$ cat config.mk
export PLATFORM = sky130hd
export DESIGN_NAME = ex_div_unit
export DESIGN_NICKNAME = d
export VERILOG_FILES = /design/src/rtl/ex_div_unit_pkg.sv /design/src/rtl/ex_div_unit_step.sv /design/src/rtl/ex_div_unit.sv
export SDC_FILE = /design/constraint.sdc
export NUM_CORES = 1
export LEC_CHECK = 0
export CELL_PAD_IN_SITES_DETAIL_PLACEMENT = 2
export CELL_PAD_IN_SITES_GLOBAL_PLACEMENT = 2
export CORE_ASPECT_RATIO = 1.5
export CORE_MARGIN = 5
export CORE_UTILIZATION = 34
export CTS_CLUSTER_DIAMETER = 80
export CTS_CLUSTER_SIZE = 14
export DETAILED_ROUTE_END_ITERATION = 10
export GPL_TIMING_DRIVEN = 0
export PLACE_DENSITY_LB_ADDON = 0.1
export SYNTH_ARGS = -nofsm -noshare
export SYNTH_HDL_FRONTEND = slang
export SYNTH_SLANG_ARGS = --single-unit
$ cat constraint.sdc
create_clock -name clk -period 3.16 [get_ports clk]
set_input_delay 0.316 -clock clk [delete_from_list [all_inputs] [get_ports clk]]
set_output_delay 0.316 -clock clk [all_outputs]
set_load 0.005 [all_outputs]
$ cat src/rtl/ex_div_unit_pkg.sv
// Shared definitions for the execute-stage divide unit: FSM state encoding,
// iteration count and default operand width.
package ex_div_unit_pkg;

  typedef enum logic [1:0] {
    IDLE = 2'd0,
    RUN  = 2'd1,
    FIX  = 2'd2,
    DONE = 2'd3
  } div_state_e;

  localparam int unsigned DIV_ITER = 32;
  localparam int unsigned DIV_W    = 32;

endpackage

$ cat src/rtl/ex_div_unit_step.sv
// div_step: one combinational radix-2 restoring iteration. Shifts the
// dividend MSB into the partial remainder and subtracts the divisor if it fits.
module div_step #(
  parameter int unsigned DIV_W = ex_div_unit_pkg::DIV_W
) (
  input  logic [DIV_W-1:0] rem,
  input  logic             dvd_msb,
  input  logic [DIV_W-1:0] divisor,
  output logic [DIV_W-1:0] rem_nxt,
  output logic             q_bit
);

  logic [DIV_W:0]   shifted;
  logic [DIV_W+1:0] trial;

  always_comb begin
    shifted = {rem, dvd_msb};
    // One spare bit beyond the 33-bit trial so the sign is unambiguous.
    trial   = {1'b0, shifted} - {2'b00, divisor};
    q_bit   = ~trial[DIV_W+1];
    rem_nxt = q_bit ? trial[DIV_W-1:0] : shifted[DIV_W-1:0];
  end

endmodule

$ cat src/rtl/ex_div_unit.sv
// Multi-cycle restoring integer divider for div.w/mod.w/div.wu/mod.wu with
// valid/ready on both sides and flush abort. Optional macro: DIV_ZERO_FAST_EN.
module ex_div_unit #(
  parameter int unsigned DIV_W = ex_div_unit_pkg::DIV_W
) (
  input  logic             clk,
  input  logic             reset,
  input  logic             flush,
  input  logic             req_valid,
  output logic             req_ready,
  input  logic             req_signed,
  input  logic             req_quot,
  input  logic [DIV_W-1:0] req_src1,
  input  logic [DIV_W-1:0] req_src2,
  output logic             rsp_valid,
  input  logic             rsp_ready,
  output logic [DIV_W-1:0] rsp_result,
  output logic             busy
);

  import ex_div_unit_pkg::*;

  div_state_e       state_q, state_d;
  logic [5:0]       cnt_q, cnt_d;
  logic [DIV_W-1:0] rem_q, rem_d;
  logic [DIV_W-1:0] dvd_q, dvd_d;
  logic [DIV_W-1:0] dvs_q, dvs_d;
  logic [DIV_W-1:0] result_q, result_d;
  logic             q_neg_q, q_neg_d;
  logic             r_neg_q, r_neg_d;
  logic             quot_q, quot_d;

  logic [DIV_W-1:0] step_rem;
  logic             step_q;
  logic             s1, s2;
  logic [DIV_W-1:0] quot_fix, rem_fix;

  div_step #(.DIV_W(DIV_W)) u_step (
    .rem     (step_rem_in()),
    .dvd_msb (dvd_q[DIV_W-1]),
    .divisor (dvs_q),
    .rem_nxt (step_rem),
    .q_bit   (step_q)
  );

  function automatic logic [DIV_W-1:0] step_rem_in();
    return rem_q;
  endfunction

  assign req_ready  = (state_q == IDLE);
  assign rsp_valid  = (state_q == DONE);
  assign busy       = (state_q != IDLE);
  assign rsp_result = result_q;

  always_comb begin
    state_d  = state_q;
    cnt_d    = cnt_q;
    rem_d    = rem_q;
    dvd_d    = dvd_q;
    dvs_d    = dvs_q;
    result_d = result_q;
    q_neg_d  = q_neg_q;
    r_neg_d  = r_neg_q;
    quot_d   = quot_q;

    s1       = req_signed & req_src1[DIV_W-1];
    s2       = req_signed & req_src2[DIV_W-1];
    quot_fix = q_neg_q ? -dvd_q : dvd_q;
    rem_fix  = r_neg_q ? -rem_q : rem_q;

    case (state_q)
      IDLE: begin
        if (req_valid) begin
          state_d = RUN;
          cnt_d   = '0;
          rem_d   = '0;
          dvd_d   = s1 ? -req_src1 : req_src1;
          dvs_d   = s2 ? -req_src2 : req_src2;
          q_neg_d = s1 ^ s2;
          r_neg_d = s1;
          quot_d  = req_quot;
`ifdef DIV_ZERO_FAST_EN
          // Zero divisor: preload the algorithm's unsigned outcome and skip RUN.
          if (req_src2 == '0) begin
            state_d = FIX;
            dvd_d   = '1;
            rem_d   = req_src1;
            q_neg_d = 1'b0;
            r_neg_d = 1'b0;
          end
`endif
        end
      end
      RUN: begin
        cnt_d = cnt_q + 6'd1;
        rem_d = step_rem;
        dvd_d = {dvd_q[DIV_W-2:0], step_q};
        if (cnt_q == 6'(DIV_ITER - 1)) state_d = FIX;
      end
      FIX: begin
        result_d = quot_q ? quot_fix : rem_fix;
        state_d  = DONE;
      end
      DONE: begin
        if (rsp_ready) state_d = IDLE;
      end
      default: state_d = IDLE;
    endcase

    if (flush) state_d = IDLE;
  end

  always_ff @(posedge clk) begin
    if (reset) begin
      state_q  <= IDLE;
      cnt_q    <= '0;
      rem_q    <= '0;
      dvd_q    <= '0;
      dvs_q    <= '0;
      result_q <= '0;
      q_neg_q  <= 1'b0;
      r_neg_q  <= 1'b0;
      quot_q   <= 1'b0;
    end else begin
      state_q  <= state_d;
      cnt_q    <= cnt_d;
      rem_q    <= rem_d;
      dvd_q    <= dvd_d;
      dvs_q    <= dvs_d;
      result_q <= result_d;
      q_neg_q  <= q_neg_d;
      r_neg_q  <= r_neg_d;
      quot_q   <= quot_d;
    end
  end

endmodule

After elaboration in Yosys (flattened, before gate mapping)
Cells that the tools add are included.
{"block": "word_totals", "reg_bits": 139, "input_bits": 71, "word_cells": 49}
{"block": "classes", "n_addsub": 6, "eq_ne": 7, "n_mux": 16, "bitwise": 4, "reduce_logical": 7}
{"op": "32-bit two-way mux", "count": 8}
{"op": "32-bit negator", "count": 4}
{"op": "32-bit one-hot mux with 2 select lines", "count": 2}
{"op": "33-bit by 32-bit subtractor with 34-bit output", "count": 1}
{"op": "6-bit one-hot mux with 2 select lines", "count": 1}
{"op": "2-bit one-hot mux with 4 select lines", "count": 1}
{"op": "6-bit by 1-bit adder with 6-bit output (second input constant)", "count": 1}
{"op": "6-bit by 5-bit == test with 1-bit output (second input constant)", "count": 1}
{"op": "2-bit two-way mux", "count": 3}
{"op": "6-bit two-way mux", "count": 1}
{"op": "2-bit == test (second input constant)", "count": 2}
{"op": "2-bit != test (second input constant)", "count": 2}
{"op": "2-bit AND reduction", "count": 2}
{"op": "2-bit nonzero test", "count": 2}
{"op": "3-bit AND reduction", "count": 1}
{"op": "1-bit bitwise AND", "count": 2}
{"op": "2-bit by 1-bit == test with 1-bit output (second input constant)", "count": 1}
{"op": "2-bit logical NOT", "count": 1}
{"op": "2-bit by 1-bit != test with 1-bit output (second input constant)", "count": 1}
{"op": "2-bit OR reduction", "count": 1}
{"op": "1-bit inverter", "count": 1}
{"op": "1-bit XOR", "count": 1}

Logic depth before layout (Yosys ltp)
{"block": "depth", "depth_word": 4, "depth_mapped": 13}

Hierarchy
From an unflattened synthesis, not the netlist that was laid out.
{"block": "hier_totals", "hier_cells": 1415, "area_unflattened_um2": 10651.5}
{"mod": "ex_div_unit", "instances": 1, "cells_per_inst": 1043, "area_per_inst_um2": 8277.9, "seq_area_each_um2": 2782.7}
{"mod": "div_step", "instances": 1, "cells_per_inst": 372, "area_per_inst_um2": 2373.5, "seq_area_each_um2": 0.0}

Worst setup path before layout
No wires, ideal clock.
{"block": "synth_timing", "path_type": "register to register", "startpoint": "register rem_q[25]", "endpoint": "register rem_q[27]", "setup_time_ps": 84, "arrival_ps": 2674, "slack_ps": 401, "stages_incl_launch_ff": 12, "n_path_buf": 2, "period_less_slack_ps": 2759, "path_cell_list": "dfxtp_1 > ha_1 > a21o_1 > a21o_1 > a2111oi_2 > nor3_1 > o2bb2ai_2 > or4_1 > buf_6 > buf_12 > o21a_1 > o31ai_2"}
{"block": "synth_between", "elab_chain_len": 3}
{"element": "from (decl)", "line": "ex_div_unit.sv:25", "text": "logic [DIV_W-1:0] rem_q, rem_d;"}
{"element": "from (signal assigned)", "line": "ex_div_unit.sv:127", "text": "rem_q <= rem_d;"}
{"element": "33-bit by 32-bit subtractor with 34-bit output", "line": "ex_div_unit_step.sv:19", "text": "trial = {1'b0, shifted} - {2'b00, divisor};"}
{"element": "32-bit two-way mux", "line": "ex_div_unit_step.sv:21", "text": "rem_nxt = q_bit ? trial[DIV_W-1:0] : shifted[DIV_W-1:0];"}
{"element": "32-bit one-hot mux with 2 select lines", "line": "ex_div_unit.sv:71", "text": "case (state_q)"}
Every way passes these cells.
A chain may end at the register's enable or synchronous reset.

Worst setup path after layout
{"block": "layout_timing", "startpoint": "register dvs_q[1]", "endpoint": "register rem_q[21]"}
{"block": "layout_between", "elab_chain_len": 3}
{"element": "from (decl)", "line": "ex_div_unit.sv:27", "text": "logic [DIV_W-1:0] dvs_q, dvs_d;"}
{"element": "from (signal assigned)", "line": "ex_div_unit.sv:129", "text": "dvs_q <= dvs_d;"}
{"element": "33-bit by 32-bit subtractor with 34-bit output", "line": "ex_div_unit_step.sv:19"}
{"element": "32-bit two-way mux", "line": "ex_div_unit_step.sv:21"}
{"element": "32-bit one-hot mux with 2 select lines", "line": "ex_div_unit.sv:71"}
Every way passes these cells.

==> summary.md <==
| Metric | Value |
|---|---|
| Psw | `1.641 mW` |
| DR iter-0 viols | `323` |
| Static Leakage | `4.380 nW` |
| Slowest stage delay, CP | `0.67 ns` |
| CP Buf/Inv Count | `1` |
| Growth of design area from synthesis to finish | `23.26%` |
| Syn Area/Cell | `7.560 um2` |
| Hold_ws | `0.4643 ns` |
| Hold Path Class | `flop to flop` |
| Clk sinks | `139` |
| Clk root buf | `clkbuf_16` |
| Fin area | `12300 um2` |
| Total track usage | `0.2486` |
| Worst hold endpoint | `dvs_q[30]` |
| Core area | `28810 um2` |
| Via count | `10250` |
| Vias in the first global route | `11490` |
| Die Y-Extent | `219.8 um` |
| Part of the cycle the worst path needs | `0.9744` |
| Mapped Nets | `1433` |
| Count leader, synth | `nand2_1` |
| Synth unique cells | `65` |
| Yosys reg bits | `139` |
| Post-synth EDFFs | `0` |
| Setup WS pre-CTS | `-0.5464 ns` |
| Ys flop type | `dfxtp_1` |
| Vias per Instance | `5.550` |
| Met3 Routed Length | `930 um` |
| Metal-1 WL | `15320 um` |
| Worst hold stages | `2` |
| Final std cells w/o fill | `1846` |
| Top delay family on crit path | `compound AO/OA/AOI/OAI gates` |
| FF-to-FF Start | `dvs_q[1]` |
| Worst min-delay path startpoint | `dvs_q[30]` |
| First-pass GRT wire length | `63120 um` |
| Initial Util | `0.3464` |
| Slew margin rel. | `0.4447` |
| Tmin final | `3.079 ns` |
| Drt pass-1 iters | `4` |
| Slowest CP cell | `a2111oi_1` |
| Antenna cells | `0` |
| Element type at the critical path end | `flop` |
| Final setup fails | `0` |
| Initial antenna violation count | `0` |
| Clk_lat worst skew | `0.45 ns` |
| Sw Ratio | `0.3050` |
| Sequential Power Share | `0.357` |
| Total congestion overflow | `0` |
| Setup tns final | `0 ns` |
| Synthesis Warnings | `0` |
| Met2 wire length | `22850 um` |
| Async set-reset flop share out of synthesis | `0` |
| Post-route worst setup slack | `0.08075 ns` |
| # IOs | `106` |
| Comb pwr share | `0.216` |
| Die area | `32950 um2` |
| Final Skew | `0.01199 ns` |
| Required time worst endpoint | `3.48 ns` |
| Slew @ Worst Pin | `0.8329 ns` |
| Area of the mapped netlist | `9980 um2` |
| Status | `completed` |
| Pint | `3.738 mW` |
| H-tree Lvls | `4` |
| Top post-synthesis cells by area | `dfxtp_1, nand2_1, xor2_1` |
| Chip width | `149.9 um` |
| Worst Setup Path Type | `flop to flop` |
| Clk slew on worst S/H paths | `0.07 ns` |
| R2r setup slk | `0.08 ns` |
| Total placed instance area | `11510 um2` |
| Clock Power Share | `0.427` |
| Top cells by count, synth | `nand2_1, dfxtp_1, o21ai_0` |
| Share of layout cells above drive strength 1 | `0.05288` |
| Hold_buf cts | `0` |
| Post-synthesis sequential area ratio | `0.2788` |
| Area share of the largest cell type after synthesis | `0.2788` |
| Final hold vios | `0` |
| PortBufs | `104` |
| Nets@finish | `1556` |
| Peak supply drop | `0.0003409 V` |
| PD cells | `437.3 nW/um2` |
| WL final | `41550 um` |
| Routed len/inst | `22.51 um` |
| CTS buffer count | `17` |
| Final HPWL DP | `33020 um` |
| Cells after Synth | `1320` |
| Worst R2R End | `rem_q[21]` |
| DRC | `0` |
| Worst Reg-to-Reg Cells | `10` |
| Crit-path cells | `inv_1 -> ha_1 -> nor2b_1 -> o2111ai_1 -> a2111oi_1 -> nor2_1 -> o31ai_1 -> a31oi_1 -> xor2_1 -> o21ai_0` |
| Gpl congestion | `0.8644` |
| Achievable Freq | `324.8 MHz` |
| Largest net degree at the start of global routing | `17` |
| Synth area leader | `dfxtp_1` |
| Worst-path fanout max | `3` |
| Critical path startpoint category | `flop` |
| DP Cell Count | `1814` |
| RSZ-0062 raised after global routing | `true` |
| Top Metal Used | `met4` |
| Max-Cap Viols | `0` |
| Number of nets with antenna violations after routing | `0` |
| CTS max path bufs | `2` |
| CTS tree | `done` |
| Rows | `76` |
| Critical Path AT | `3.40 ns` |
| Slew Limit Fails | `0` |
worst register-to-register path, stage by stage (launching register included):
cell,delay [ns]
dfxtp_1,0.33
inv_1,0.13
ha_1,0.30
nor2b_1,0.16
o2111ai_1,0.17
a2111oi_1,0.67
nor2_1,0.19
o31ai_1,0.50
a31oi_1,0.19
xor2_1,0.21
o21ai_0,0.10
per-stage QoR:
| stage | utilization | total power, mW |
|---|---|---|
| 3_3_place_gp | 0.3994 | 3.054 |
| 4_1_cts | 0.4244 | 5.414 |
| 2_1_floorplan | - | 2.630 |
| 6_report | 0.4269 | 5.379 |
| 3_5_place_dp | 0.3994 | 3.094 |
| 5_1_grt | 0.4269 | 5.591 |
worst max-delay path by stage:
| stage | endpoint | depth (start not counted) | slack (ns) | from |
|---|---|---|---|---|
| finish | rem_q[21] | 10 | 0.08 | dvs_q[1] |
| detailed placement | dvd_q[27] | 9 | -0.55 | req_src1[2] |
| floorplan | rem_q[27] | 11 | 0.40 | rem_q[25] |
| global route | rem_q[23] | 10 | -0.02 | dvs_q[1] |
| CTS | rem_q[13] | 10 | 0.005 | rem_q[19] |
| global placement | dvd_q[27] | 9 | -0.49 | req_src1[2] |
power groups by stage:
stage | combinational, mW | sequential [mW] | clock (mW)
floorplan | 0.703 | 1.93 | 0
global placement | 1.10 | 1.95 | 0
detailed placement | 1.14 | 1.96 | 0
CTS | 1.16 | 1.92 | 2.33
global route | 1.27 | 1.93 | 2.39
finish | 1.16 | 1.92 | 2.30
registers in the layout (all words and copies together), names as in the netlist:
signal / count
cnt_q: 6
dvd_q: 32
dvs_q: 32
q_neg_q: 1
quot_q: 1
r_neg_q: 1
rem_q: 32
rsp_result: 32
state_q: 2
cells in the final DEF (no fill, tap or decap), types with 11 or more instances in the layout:
| cell type | count |
|---|---|
| nand2_1 | 181 |
| dfxtp_1 | 132 |
| o21ai_0 | 123 |
| clkdlybuf4s50_1 | 104 |
| nor2_1 | 100 |
| a21oi_1 | 89 |
| xor2_1 | 75 |
| xnor2_1 | 70 |
| clkbuf_1 | 61 |
| inv_1 | 53 |
| ha_1 | 39 |
| mux2i_1 | 37 |
| a211oi_1 | 32 |
| nor3_1 | 26 |
| nand2b_1 | 25 |
| o31ai_1 | 20 |
| or3_1 | 18 |
| nand3_1 | 18 |
| clkbuf_16 | 17 |
| or4_1 | 14 |
| a21o_1 | 14 |
| a31oi_1 | 13 |
| o211ai_1 | 13 |
| o41ai_1 | 12 |
| and2_1 | 11 |
| a32oi_1 | 11 |
layer usage:
metal	vias to the layer above	global-route usage
met5	-	0
met4	0	0.1447
met3	78	0.02674
met2	170	0.4886
met1	5063	0.2462
li1	4935	-
cells by family after synthesis:
group                      after synthesis  synth area share
buffers and inverters                  126           0.05103
xor gates and xnor gates               145            0.1273
adders and majority gates               42           0.05341
and+or+nand+nor                        445            0.2101
DFF                                    139            0.2788
AOI/OAI and AO/OA                      386            0.2422
muxes                                   37           0.03711
layout make-up:
type                       count  area (um2)
tap                          390       488.0
sequential                   139        2794
fill                        3348       16510
clock buffer                  22       474.2
timing repair buffer         105        1049
inverter                      54       202.7
clock inverter                10       187.7
multi-input combinational   1055        6803
buffer                        71       302.8
timing repair:
item	CTS	global route
gates resized for setup	13	17
setup endpoints to repair	35	33
pin swaps	1	3
buffers inserted	0	1
Power figures use the tool's default switching activity.
